[src/rtl/dvfs_actuator.sv]
// dvfs_actuator: turns optimizer error samples into saturating V/F level
// steps, runs a req/ack handshake with the regulator, then waits a settle
// interval. A regulator that never acks reverts the level and latches a
// sticky fault until reset.
// Ports: clk, rst_n (sync, active-low); err_valid/err_ready/err_mag/err_dir
// sample handshake; vf_req/vf_level/vf_ack regulator handshake;
// busy (REQ or SETTLE), sat (clamped-step pulse), fault (sticky timeout).
module dvfs_actuator #(
   parameter int          NUM_LEVELS     = 8,
   parameter int          LEVEL_W        = 3,
   parameter int          RESET_LEVEL    = 4,
   parameter logic [15:0] DEADBAND       = 16'd64,
   parameter logic [15:0] STEP2_THRESH   = 16'd1024,
   parameter int          SETTLE_CYCLES  = 16,
   parameter int          TIMEOUT_CYCLES = 256
) (
   input  logic               clk,
   input  logic               rst_n,
   input  logic               err_valid,
   output logic               err_ready,
   input  logic [15:0]        err_mag,
   input  logic               err_dir,
   output logic               vf_req,
   output logic [LEVEL_W-1:0] vf_level,
   input  logic               vf_ack,
   output logic               busy,
   output logic               sat,
   output logic               fault
);

   typedef enum logic [1:0] {
      S_IDLE,
      S_REQ,
      S_SETTLE,
      S_FAULT
   } state_t;

   localparam int TMR_W = $clog2(TIMEOUT_CYCLES + 1);
   localparam int STL_W = $clog2(SETTLE_CYCLES + 1);
   // two extra bits give room for a sign and for cur+2 overflow
   localparam int SW = LEVEL_W + 2;
   localparam logic signed [SW-1:0] MAX_S = SW'(NUM_LEVELS - 1);
   localparam logic [TMR_W-1:0] TMR_LAST = TMR_W'(TIMEOUT_CYCLES - 1);
   localparam logic [STL_W-1:0] STL_LAST = STL_W'(SETTLE_CYCLES - 1);

   state_t             state, state_next;
   logic [LEVEL_W-1:0] prev_level, prev_level_next;
   logic [LEVEL_W-1:0] level_next;
   logic [TMR_W-1:0]   timer, timer_next;
   logic [STL_W-1:0]   settle_cnt, settle_cnt_next;
   logic               req_next, sat_next, fault_next;
   logic               ready_next, busy_next;

   logic signed [SW-1:0] cur_s, step_s, sum_s;
   logic [LEVEL_W-1:0]   target;

   // candidate level for the sample currently presented
   always_comb begin
      cur_s  = $signed({2'b00, vf_level});
      step_s = (err_mag > STEP2_THRESH) ? SW'(2) : SW'(1);
      sum_s  = err_dir ? (cur_s - step_s) : (cur_s + step_s);
      if (sum_s[SW-1])
         target = '0;
      else if (sum_s > MAX_S)
         target = MAX_S[LEVEL_W-1:0];
      else
         target = sum_s[LEVEL_W-1:0];
   end

   always_comb begin
      state_next      = state;
      prev_level_next = prev_level;
      level_next      = vf_level;
      timer_next      = timer;
      settle_cnt_next = settle_cnt;
      req_next        = vf_req;
      fault_next      = fault;
      sat_next        = 1'b0;
      unique case (state)
         S_IDLE: begin
            if (err_valid && err_mag > DEADBAND) begin
               if (target == vf_level) begin
                  sat_next = 1'b1;
               end else begin
                  prev_level_next = vf_level;
                  level_next      = target;
                  req_next        = 1'b1;
                  timer_next      = '0;
                  state_next      = S_REQ;
               end
            end
         end
         S_REQ: begin
            if (vf_ack) begin
               req_next        = 1'b0;
               settle_cnt_next = '0;
               state_next      = S_SETTLE;
            end else if (timer == TMR_LAST) begin
               level_next = prev_level;
               req_next   = 1'b0;
               fault_next = 1'b1;
               state_next = S_FAULT;
            end else begin
               timer_next = timer + 1'b1;
            end
         end
         S_SETTLE: begin
            if (settle_cnt == STL_LAST)
               state_next = S_IDLE;
            else
               settle_cnt_next = settle_cnt + 1'b1;
         end
         S_FAULT: begin
            req_next   = 1'b0;
            fault_next = 1'b1;
         end
         default: state_next = S_IDLE;
      endcase
      ready_next = (state_next == S_IDLE);
      busy_next  = (state_next == S_REQ) || (state_next == S_SETTLE);
   end

   always_ff @(posedge clk) begin
      if (!rst_n) begin
         state      <= S_IDLE;
         prev_level <= LEVEL_W'(RESET_LEVEL);
         vf_level   <= LEVEL_W'(RESET_LEVEL);
         timer      <= '0;
         settle_cnt <= '0;
         vf_req     <= 1'b0;
         sat        <= 1'b0;
         fault      <= 1'b0;
         err_ready  <= 1'b1;
         busy       <= 1'b0;
      end else begin
         state      <= state_next;
         prev_level <= prev_level_next;
         vf_level   <= level_next;
         timer      <= timer_next;
         settle_cnt <= settle_cnt_next;
         vf_req     <= req_next;
         sat        <= sat_next;
         fault      <= fault_next;
         err_ready  <= ready_next;
         busy       <= busy_next;
      end
   end

endmodule

[config.mk]
export PLATFORM = sky130hd
export DESIGN_NAME = dvfs_actuator
export DESIGN_NICKNAME = d
export VERILOG_FILES = /design/src/rtl/dvfs_actuator.sv
export SDC_FILE = /design/constraint.sdc
export NUM_CORES = 1
export LEC_CHECK = 0
export BUFFER_PORTS_ARGS = -buffer_cell sky130_fd_sc_hd__buf_2
export CAP_MARGIN = 20
export CORE_MARGIN = 2
export CORE_UTILIZATION = 35
export DETAILED_ROUTE_END_ITERATION = 10
export PLACE_DENSITY_LB_ADDON = 0.08
export SLEW_MARGIN = 40
export SYNTH_ARGS = -nofsm -noshare
export SYNTH_HDL_FRONTEND = slang
export SYNTH_SLANG_ARGS = --single-unit
export TNS_END_PERCENT = 50
[constraint.sdc]
create_clock -name clk -period 8.15 [get_ports clk]
set_input_delay 0.4075 -clock clk [delete_from_list [all_inputs] [get_ports clk]]
set_output_delay 0.4075 -clock clk [all_outputs]
set_load 0.005 [all_outputs]
==> flow_summary.rst, run 1 <==
.. list-table::
   :header-rows: 1

   * - Metric
     - Value
   * - Post-route DRC violation count
     - 0
   * - Sort of element at the start of the critical path
     - input pin
   * - Highest routed metal layer
     - met4
   * - Pin count of the biggest net entering global routing
     - 19
   * - Leakage power
     - 0.756 nW
   * - Startpoint of the worst register-to-register path
     - vf_level[0]
   * - Wire length on met3
     - 77 um
   * - Number of cells on the worst hold path
     - 2
   * - R2R Setup Slk
     - 4980 ps
   * - # setup viols final
     - 0
   * - Insertion delay of the later-clocked pin in the worst-skew pair
     - 270 ps
   * - Number of nets in the final layout
     - 247
   * - Area added between synthesis and finish
     - 12.9%
   * - Worst path required time
     - 8330 ps
   * - Number of endpoints with negative hold slack in the final report
     - 0
   * - Fmax
     - 0.267 GHz
   * - Number of port buffers
     - 28
   * - Run status
     - completed
   * - Fin Setup TNS
     - 0 ps
   * - Antenna diode count
     - 0
   * - Ratio of routed vias to standard cells
     - 5.33
   * - Sum of net half-perimeters after detailed placement
     - 2.80 mm
   * - Initial Util
     - 36.9%
   * - RSZ-0062 raised after global routing
     - no
   * - Number of buffers created by CTS
     - 3
   * - ANT nets after route
     - 0
   * - Height of the chip
     - 72.2 um
   * - Number of buffers between clock root and the deepest sink
     - 2
   * - Prevailing post-synth register cell
     - sky130_fd_sc_hd__dfxtp_1
   * - Worst min-delay path endpoint
     - prev_level[2]
   * - DR iter-0 viols
     - 74
   * - Post-CTS Setup Bufs
     - 0
   * - Transition time at the pin with the least slew margin
     - 756 ps
   * - Hold path startpoint
     - rst_n
   * - Worst clock skew
     - 4.75 ps
   * - Tightest slew margin relative to the limit
     - 49.4%
   * - WL/cell
     - 13.5 um
   * - Total power draw
     - 0.377 mW
   * - Final Max Tran Viols
     - 0
   * - Worst-path fanout max
     - 5
   * - Gates resized, CTS repair
     - 0
   * - Number of instances in the synthesized netlist
     - 189
   * - Time the final worst path needs with I/O delays and setup
     - 3750 ps
   * - Final worst-path setup slack
     - 4400 ps
   * - Total number of H-tree levels
     - 1
   * - Global-route wire length before repair
     - 5.87 mm
   * - I/O Pins
     - 29
   * - Number of search-and-repair iterations in the first detailed-routing pass
     - 4
   * - Critical path data arrival time
     - 3920 ps
   * - Clock tree from TritonCTS
     - yes
   * - Routability-driven placement congestion ratio
     - 0.749
   * - Cell area after synthesis
     - 1630 sq um
   * - Start-to-end type of the worst setup path
     - in -> reg
   * - Pwr per Cell Area
     - 205 nW/um^2
   * - Number of global-route vias before repair
     - 1344
   * - Overflow after GRT
     - 0
   * - Worst slack at placement
     - 4090 ps
   * - Mean Syn Cell Area
     - 8.62 sq um
   * - Yosys cell types
     - 48
   * - Class of the most critical hold timing path
     - in -> reg
   * - Post-synth EDFFs
     - 0
   * - Std-Cell Rows
     - 24
   * - Max VDD drop
     - 0.0982 mV
   * - Worst r2r path cells
     - 11
   * - Initial antenna violation count
     - 0
   * - Number of nets produced by synthesis
     - 221
   * - Die area
     - 5220 sq um
   * - Warnings from Yosys
     - 0
   * - Fraction of registers with async set or reset after synthesis
     - 0%
   * - Layout cells sized above 1
     - 19.2%
   * - Post-synthesis sequential element count
     - 27
   * - Final period utilization
     - 46.0%
   * - Vias after detailed routing
     - 1418
   * - Clock-pin slew reported for the worst setup and hold paths after clock tree synthesis
     - 90 ps
   * - Fraction of the yosys area taken by sequential cells
     - 33.2%
   * - Global-route total usage across every layer
     - 14.0%
   * - Die span in x
     - 72.2 um
   * - WL final
     - 3.60 mm
   * - RR Endpoint
     - busy
   * - Met2 layer wire length in the routed design
     - 1.82 mm
   * - Met1 layer wirelength in the final routing
     - 1.68 mm
   * - Max-capacitance violation count
     - 0
   * - Clk Tree Root Cell
     - sky130_fd_sc_hd__clkbuf_8
   * - CTS Sinks
     - 27
   * - Cts-stage hold buffer count
     - 0
   * - Core region area
     - 4410 sq um
   * - Endpoint kind of the worst setup timing path
     - flip-flop
[layout by cell type (no fill, tap or decap), drive strengths merged, types with 2 or more instances in the layout]
cell	netlist	layout
buf	2	28
dfxtp	27	27
nand2	18	18
a21oi	14	14
nor2	12	12
nor2b	10	10
inv	10	10
o31ai	9	9
ha	9	9
or4	8	8
o21ai	6	6
nand2b	5	5
and2	5	5
mux2i	4	4
and3	4	4
nand3	3	3
a31oi	3	3
xor2	3	3
clkbuf	5	3
nor4	2	2
nor3	2	2
o211ai	2	2
and2b	2	2
or3	2	2
nand4	2	2
a311oi	2	2
o21a	2	2
fa	2	2
and4b	2	2
[cell families after synthesis]
family,Yosys count,share of synthesized area (%)
and+or+nand+nor,81,28.5
AOI/OAI and AO/OA,46,20.0
adders and majority gates,11,9.37
DFF,27,33.2
xor gates and xnor gates,3,1.61
muxes,4,2.46
buffers and inverters,17,4.84
[metrics by stage]
stage	utilization (%)	hold WS (ps)	cells	instance area, sq um
2_1_floorplan	-	442	189	1630
3_3_place_gp	40.6	445	262	1790
3_5_place_dp	40.6	466	262	1790
4_1_cts	41.7	423	266	1840
5_1_grt	41.7	442	266	1840
6_report	41.7	430	266	1840
[final cells by class]
class	instances	area, sq um
fillers	433	2570
multi-input cells	145	1010
flip-flops and latches	27	541
repair buffers	28	140
well taps	52	65.1
clock buffers	3	41.3
inverters	10	37.5
clock inverters	1	5.00
[state kept, by name, summed over array words and instances, names as in the netlist, named ones only]
signal,count
vf_level,3
settle_cnt,5
vf_req,1
fault,1
state,1
sat,1
err_ready,1
timer,9
busy,1
prev_level,3
[report_power, final]
part           internal [mW]  leakage (nW)  switching (mW)
logic                 0.0595         0.511          0.0762
clock network         0.0343        0.0255          0.0429
registers              0.147         0.220          0.0180
[worst max-delay path by stage]
stage,slack [ps],from,cells after the start,end
6_report,4400,err_mag[0],15,busy
5_1_grt,4010,err_mag[0],15,busy
4_1_cts,4380,err_mag[0],14,busy
3_5_place_dp,4090,err_mag[0],14,busy
3_3_place_gp,4230,err_mag[0],14,busy
2_1_floorplan,4580,err_mag[0],13,busy
[per-layer routing]
layer | GRT usage, % | vias up
met5 | 0 | -
met3 | 2.92 | 2
met4 | 2.52 | 0
li1 | - | 738
met2 | 25.4 | 12
met1 | 17.0 | 666
[cells in the mapped netlist (all sizes together), types with 2 or more instances]
cell	n	area, sq um
and2b	2	17.5
nor3	2	10.0
o21ai	6	30.0
clkbuf	5	18.8
a21oi	14	73.8
ha	9	113
and4b	2	21.3
or3	2	12.5
mux2i	4	40.0
and3	4	26.3
nor2	12	45.0
a311oi	2	17.5
nand2	18	67.6
nand3	3	15.0
fa	2	40.0
and2	5	33.8
o21a	2	15.0
nor2b	10	62.6
nand4	2	12.5
nor4	2	12.5
a31oi	3	18.8
inv	10	37.5
dfxtp	27	541
nand2b	5	31.3
buf	2	22.5
o211ai	2	15.0
xor2	3	26.3
or4	8	60.1
o31ai	9	67.6
[worst max-delay path: stages]
cell and delay (ps):
sky130_fd_sc_hd__buf_2 90, sky130_fd_sc_hd__nor4_1 350, sky130_fd_sc_hd__nand3_1 120, sky130_fd_sc_hd__a21oi_1 410, sky130_fd_sc_hd__ha_1 230, sky130_fd_sc_hd__inv_1 80, sky130_fd_sc_hd__fa_1 370, sky130_fd_sc_hd__nand2_1 90
sky130_fd_sc_hd__o211ai_1 140, sky130_fd_sc_hd__and4b_1 240, sky130_fd_sc_hd__a311o_1 320, sky130_fd_sc_hd__a31oi_1 460, sky130_fd_sc_hd__a21oi_1 130, sky130_fd_sc_hd__ha_1 330, sky130_fd_sc_hd__and2_1 150
Note: power is estimated with default switching activity, not from simulation.
==> inputs of run 2 (changes only) <==
Settings changed: ABC_AREA set to 1.
Clock period 8.15 ns to 3.9 ns, I/O delays scaled along.
==> flow_summary.rst, run 2 <==
.. list-table::
   :header-rows: 1

   * - Metric
     - Value
   * - Top post-synthesis cells by count
     - sky130_fd_sc_hd__nand2_1 (65), sky130_fd_sc_hd__inv_1 (33), sky130_fd_sc_hd__nor2_1 (33) (was sky130_fd_sc_hd__dfxtp_1 (27), sky130_fd_sc_hd__nand2_1 (18), sky130_fd_sc_hd__a21oi_1 (13))
   * - Number of global-route vias before repair
     - 1566 (was 1344)
   * - Pin count of the biggest net entering global routing
     - 16 (was 19)
   * - Number of nets produced by synthesis
     - 289 (was 221)
   * - Fin Setup TNS
     - 0 ps (unchanged)
   * - Most numerous cell in the Yosys netlist
     - sky130_fd_sc_hd__nand2_1 (was sky130_fd_sc_hd__dfxtp_1)
   * - Pwr per Cell Area
     - 462 nW/um^2 (was 205 nW/um^2)
   * - Buffers and inverters on the worst path
     - 4 (was 2)
   * - Core region area
     - 4750 sq um (was 4410 sq um)
   * - Main area contributors after synthesis
     - sky130_fd_sc_hd__dfxtp_1 (31%), sky130_fd_sc_hd__nand2_1 (14%), sky130_fd_sc_hd__inv_1 (7.1%) (was sky130_fd_sc_hd__dfxtp_1 (33%), sky130_fd_sc_hd__ha_1 (6.9%), sky130_fd_sc_hd__nand2_1 (4.1%))
   * - Total number of H-tree levels
     - 1 (unchanged)
   * - RSZ-0062 raised after global routing
     - no (unchanged)
   * - Yosys cell types
     - 34 (was 48)
   * - Max VDD drop
     - 0.294 mV (was 0.0982 mV)
   * - # setup viols final
     - 0 (unchanged)
   * - Most flop-heavy register
     - timer (unchanged)
   * - Leakage power
     - 0.914 nW (was 0.756 nW)
   * - Die span in x
     - 74.5 um (was 72.2 um)
   * - Mean Syn Cell Area
     - 6.77 sq um (was 8.62 sq um)
   * - Initial antenna violation count
     - 0 (unchanged)
   * - Cell with the largest stage delay on the worst path
     - sky130_fd_sc_hd__fa_1 (was sky130_fd_sc_hd__a31oi_1)
   * - Worst path required time
     - 4070 ps (was 8330 ps)
   * - Fraction of registers with async set or reset after synthesis
     - 0% (unchanged)
   * - Time the final worst path needs with I/O delays and setup
     - 3080 ps
   * - Most frequent standard cell in the layout excluding fill and tap cells
     - sky130_fd_sc_hd__nand2_1 (was sky130_fd_sc_hd__buf_2)
   * - Final period utilization
     - 79.0%
   * - Fmax
     - 0.325 GHz
   * - WL/cell
     - 10.4 um (was 13.5 um)
   * - Warnings from Yosys
     - 0 (unchanged)
   * - Number of nets in the final layout
     - 317 (was 247)
   * - CP Cell Sequence
     - buf_2 > or2_1 > nor2_2 > inv_1 > nor4b_1 > nand4_1 > nand2_1 > ha_1 > inv_1 > fa_1 > inv_1 > nand2_1 > o21ai_0 > nand2_1 > nand2_1 > nand2_1 > nand2_1 > nor2_4 > a21oi_1 > nor2_1 > ha_1 > or2_2 (was buf_2 > nor4_1 > nand3_1 > a21oi_1 > ha_1 > inv_1 > fa_1 > nand2_1 > o211ai_1 > and4b_1 > a311o_1 > a31oi_1 > a21oi_1 > ha_1 > and2_1)
   * - Cell area after synthesis
     - 1740 sq um (was 1630 sq um)
   * - Number of buffers between clock root and the deepest sink
     - 2 (unchanged)
   * - Critical Path Most Common Cell
     - sky130_fd_sc_hd__nand2_1
   * - Area added between synthesis and finish
     - 13.9% (was 12.9%)
   * - Std-Cell Rows
     - 25 (was 24)
   * - Worst-path fanout max
     - 5 (unchanged)
   * - Global-route total usage across every layer
     - 15.3% (was 14.0%)
   * - Number of search-and-repair iterations in the first detailed-routing pass
     - 4 (unchanged)
   * - Number of port buffers
     - 28 (unchanged)
   * - I/O Pins
     - 29 (unchanged)
   * - Hold WS
     - 222 ps (was 430 ps)
   * - Top flop regs
     - timer (9), settle_cnt (5) (unchanged)
   * - Class of the most critical hold timing path
     - in -> reg (unchanged)
   * - Layout cells sized above 1
     - 18.7% (was 19.2%)
   * - Endpoint kind of the worst setup timing path
     - flip-flop (unchanged)
   * - Height of the chip
     - 74.5 um (was 72.2 um)
   * - Insertion delay of the later-clocked pin in the worst-skew pair
     - 270 ps (about the same)
   * - Crit-path leading delay family
     - simple AND/OR/NAND/NOR gates (was compound AO/OA/AOI/OAI gates)
   * - Sum of net half-perimeters after detailed placement
     - 2.83 mm (was 2.80 mm)
   * - Worst clock skew
     - 2.73 ps (was 4.75 ps)
   * - Area share of the largest cell type after synthesis
     - 31.1% (was 33.2%)
   * - Global-route wire length before repair
     - 6.80 mm (was 5.87 mm)
   * - Post-synth EDFFs
     - 0 (unchanged)
   * - Prevailing post-synth register cell
     - sky130_fd_sc_hd__dfxtp_1 (unchanged)
   * - Fraction of the yosys area taken by sequential cells
     - 31.1% (was 33.2%)
   * - Transition time at the pin with the least slew margin
     - 519 ps (was 756 ps)
   * - Gates resized, CTS repair
     - 0 (unchanged)
   * - Ratio of routed vias to standard cells
     - 4.58 (was 5.33)
   * - Run status
     - completed (unchanged)
   * - Tightest slew margin relative to the limit
     - 65.3% (was 49.4%)
   * - Final design utilization
     - 41.7% (about the same)
   * - Post-route DRC violation count
     - 0 (unchanged)
   * - Clock-pin slew reported for the worst setup and hold paths after clock tree synthesis
     - 90 ps (about the same)
   * - Sort of element at the start of the critical path
     - input pin (unchanged)
   * - Initial Util
     - 36.6% (was 36.9%)
   * - Number of buffers created by CTS
     - 3 (unchanged)
   * - Flip-flop count of the largest register, all copies and words added
     - 9 (unchanged)
   * - Die area
     - 5550 sq um (was 5220 sq um)
   * - Max-capacitance violation count
     - 0 (unchanged)
   * - Vias after detailed routing
     - 1608 (was 1418)
   * - Clk Tree Root Cell
     - sky130_fd_sc_hd__clkbuf_8 (unchanged)
   * - Commonest cells after routing, fill and taps aside
     - sky130_fd_sc_hd__nand2_1 (65), sky130_fd_sc_hd__inv_1 (33), sky130_fd_sc_hd__nor2_1 (33), sky130_fd_sc_hd__buf_2 (28), sky130_fd_sc_hd__dfxtp_1 (27) (was sky130_fd_sc_hd__buf_2 (28), sky130_fd_sc_hd__dfxtp_1 (27), sky130_fd_sc_hd__nand2_1 (18), sky130_fd_sc_hd__a21oi_1 (13), sky130_fd_sc_hd__nor2_1 (12))
   * - Overflow after GRT
     - 0 (unchanged)
   * - Routability-driven placement congestion ratio
     - 0.734 (was 0.749)
   * - Number of instances in the synthesized netlist
     - 257 (was 189)
   * - Synth area leader
     - sky130_fd_sc_hd__dfxtp_1 (unchanged)
   * - Antenna diode count
     - 0 (unchanged)
   * - Clock tree from TritonCTS
     - yes (unchanged)
   * - Post-synthesis sequential element count
     - 27 (unchanged)
   * - Post-CTS Setup Bufs
     - 0 (unchanged)
   * - Start-to-end type of the worst setup path
     - in -> reg (unchanged)
   * - CTS Sinks
     - 27 (unchanged)
   * - DR iter-0 viols
     - 72 (was 74)
   * - Number of endpoints with negative hold slack in the final report
     - 0 (unchanged)
   * - WL final
     - 3.65 mm (was 3.60 mm)
   * - Final Max Tran Viols
     - 0 (unchanged)
   * - Cts-stage hold buffer count
     - 0 (unchanged)
   * - ANT nets after route
     - 0 (unchanged)
   * - Largest incremental delay on the critical path
     - 420 ps (was 460 ps)
   * - Critical path data arrival time
     - 3250 ps (was 3920 ps)
==> run 2: cell count changes after synthesis, moves of 6 or more <==
cell and change:
sky130_fd_sc_hd__or4_1 -8, sky130_fd_sc_hd__nand3_1 +6, sky130_fd_sc_hd__nand2_1 +47, sky130_fd_sc_hd__nand4_1 +10
sky130_fd_sc_hd__nor2b_1 -10, sky130_fd_sc_hd__inv_1 +24, sky130_fd_sc_hd__o31ai_1 -9, sky130_fd_sc_hd__nor2_1 +21
==> run 2: per-layer routing <==
metal / wire length (um) / global-route usage (%) / vias to the layer above
li1: - / - / 877
met1: 1900 / 21.3 / 700
met2: 1580 / 24.7 / 29
met3: 157 / 3.52 / 2
met4: 19 / 2.38 / 0
met5: 0 / 0 / -
==> run 2: metrics by stage <==
step | worst slack, ps | total power [mW] | cell area [sq um] | std cells
final | 820 | 0.916 | 1980 | 351
after global routing | 484 | 1.01 | 1980 | 351
after CTS | 815 | 0.928 | 1980 | 351
after detailed placement | 507 | 0.766 | 1940 | 347
after global placement | 600 | 0.772 | 1940 | 347
after floorplan | 934 | 0.673 | 1740 | 257
==> run 2: layout make-up <==
cell class / count / area (sq um)
clock inverter: 1 / 5.00
sequential: 27 / 541
clock buffer: 3 / 41.3
fill: 514 / 2770
multi-input combinational: 188 / 1030
tap: 67 / 83.8
inverter: 37 / 139
timing repair buffer: 28 / 140
==> run 2: power breakdown <==
part | total, mW | internal (mW) | switching (mW)
Clock | 0.160 | 0.0717 | 0.0887
Sequential | 0.364 | 0.323 | 0.0406
Combinational | 0.392 | 0.143 | 0.249
Total | 0.916 | 0.538 | 0.379
==> run 2: path summary, 6_finish.rpt <==
kind                                  start           to  slack (ps)  cells past startpoint
worst min-delay path                  rst_n  vf_level[2]         220                      2
worst max register to register  vf_level[0]    err_ready        1290                     16
worst min register to register       vf_req       vf_req         470                      2
worst max-delay path            err_mag[12]    err_ready         820                     22
==> run 2: logic make-up after synthesis <==
kind of cell / Yosys count / synth area share (%)
simple gates: 147 / 39.8
compound gates: 25 / 8.27
xor+xnor: 5 / 2.52
buf+inv: 42 / 9.56
fa+ha+maj: 11 / 8.77
flops: 27 / 31.1
==> run 2: worst register-to-register path, stage by stage (launching register included) <==
cell and delay (ps):
sky130_fd_sc_hd__dfxtp_1 410, sky130_fd_sc_hd__inv_1 100, sky130_fd_sc_hd__ha_1 200, sky130_fd_sc_hd__inv_1 70
sky130_fd_sc_hd__fa_1 400, sky130_fd_sc_hd__inv_1 60, sky130_fd_sc_hd__nand2_1 40, sky130_fd_sc_hd__o21ai_0 70
sky130_fd_sc_hd__nand2_1 90, sky130_fd_sc_hd__nand2_1 80, sky130_fd_sc_hd__nand2_1 50, sky130_fd_sc_hd__nand2_1 110
sky130_fd_sc_hd__nor2_4 60, sky130_fd_sc_hd__a21oi_1 200, sky130_fd_sc_hd__nor2_1 100, sky130_fd_sc_hd__ha_1 200
sky130_fd_sc_hd__or2_2 280
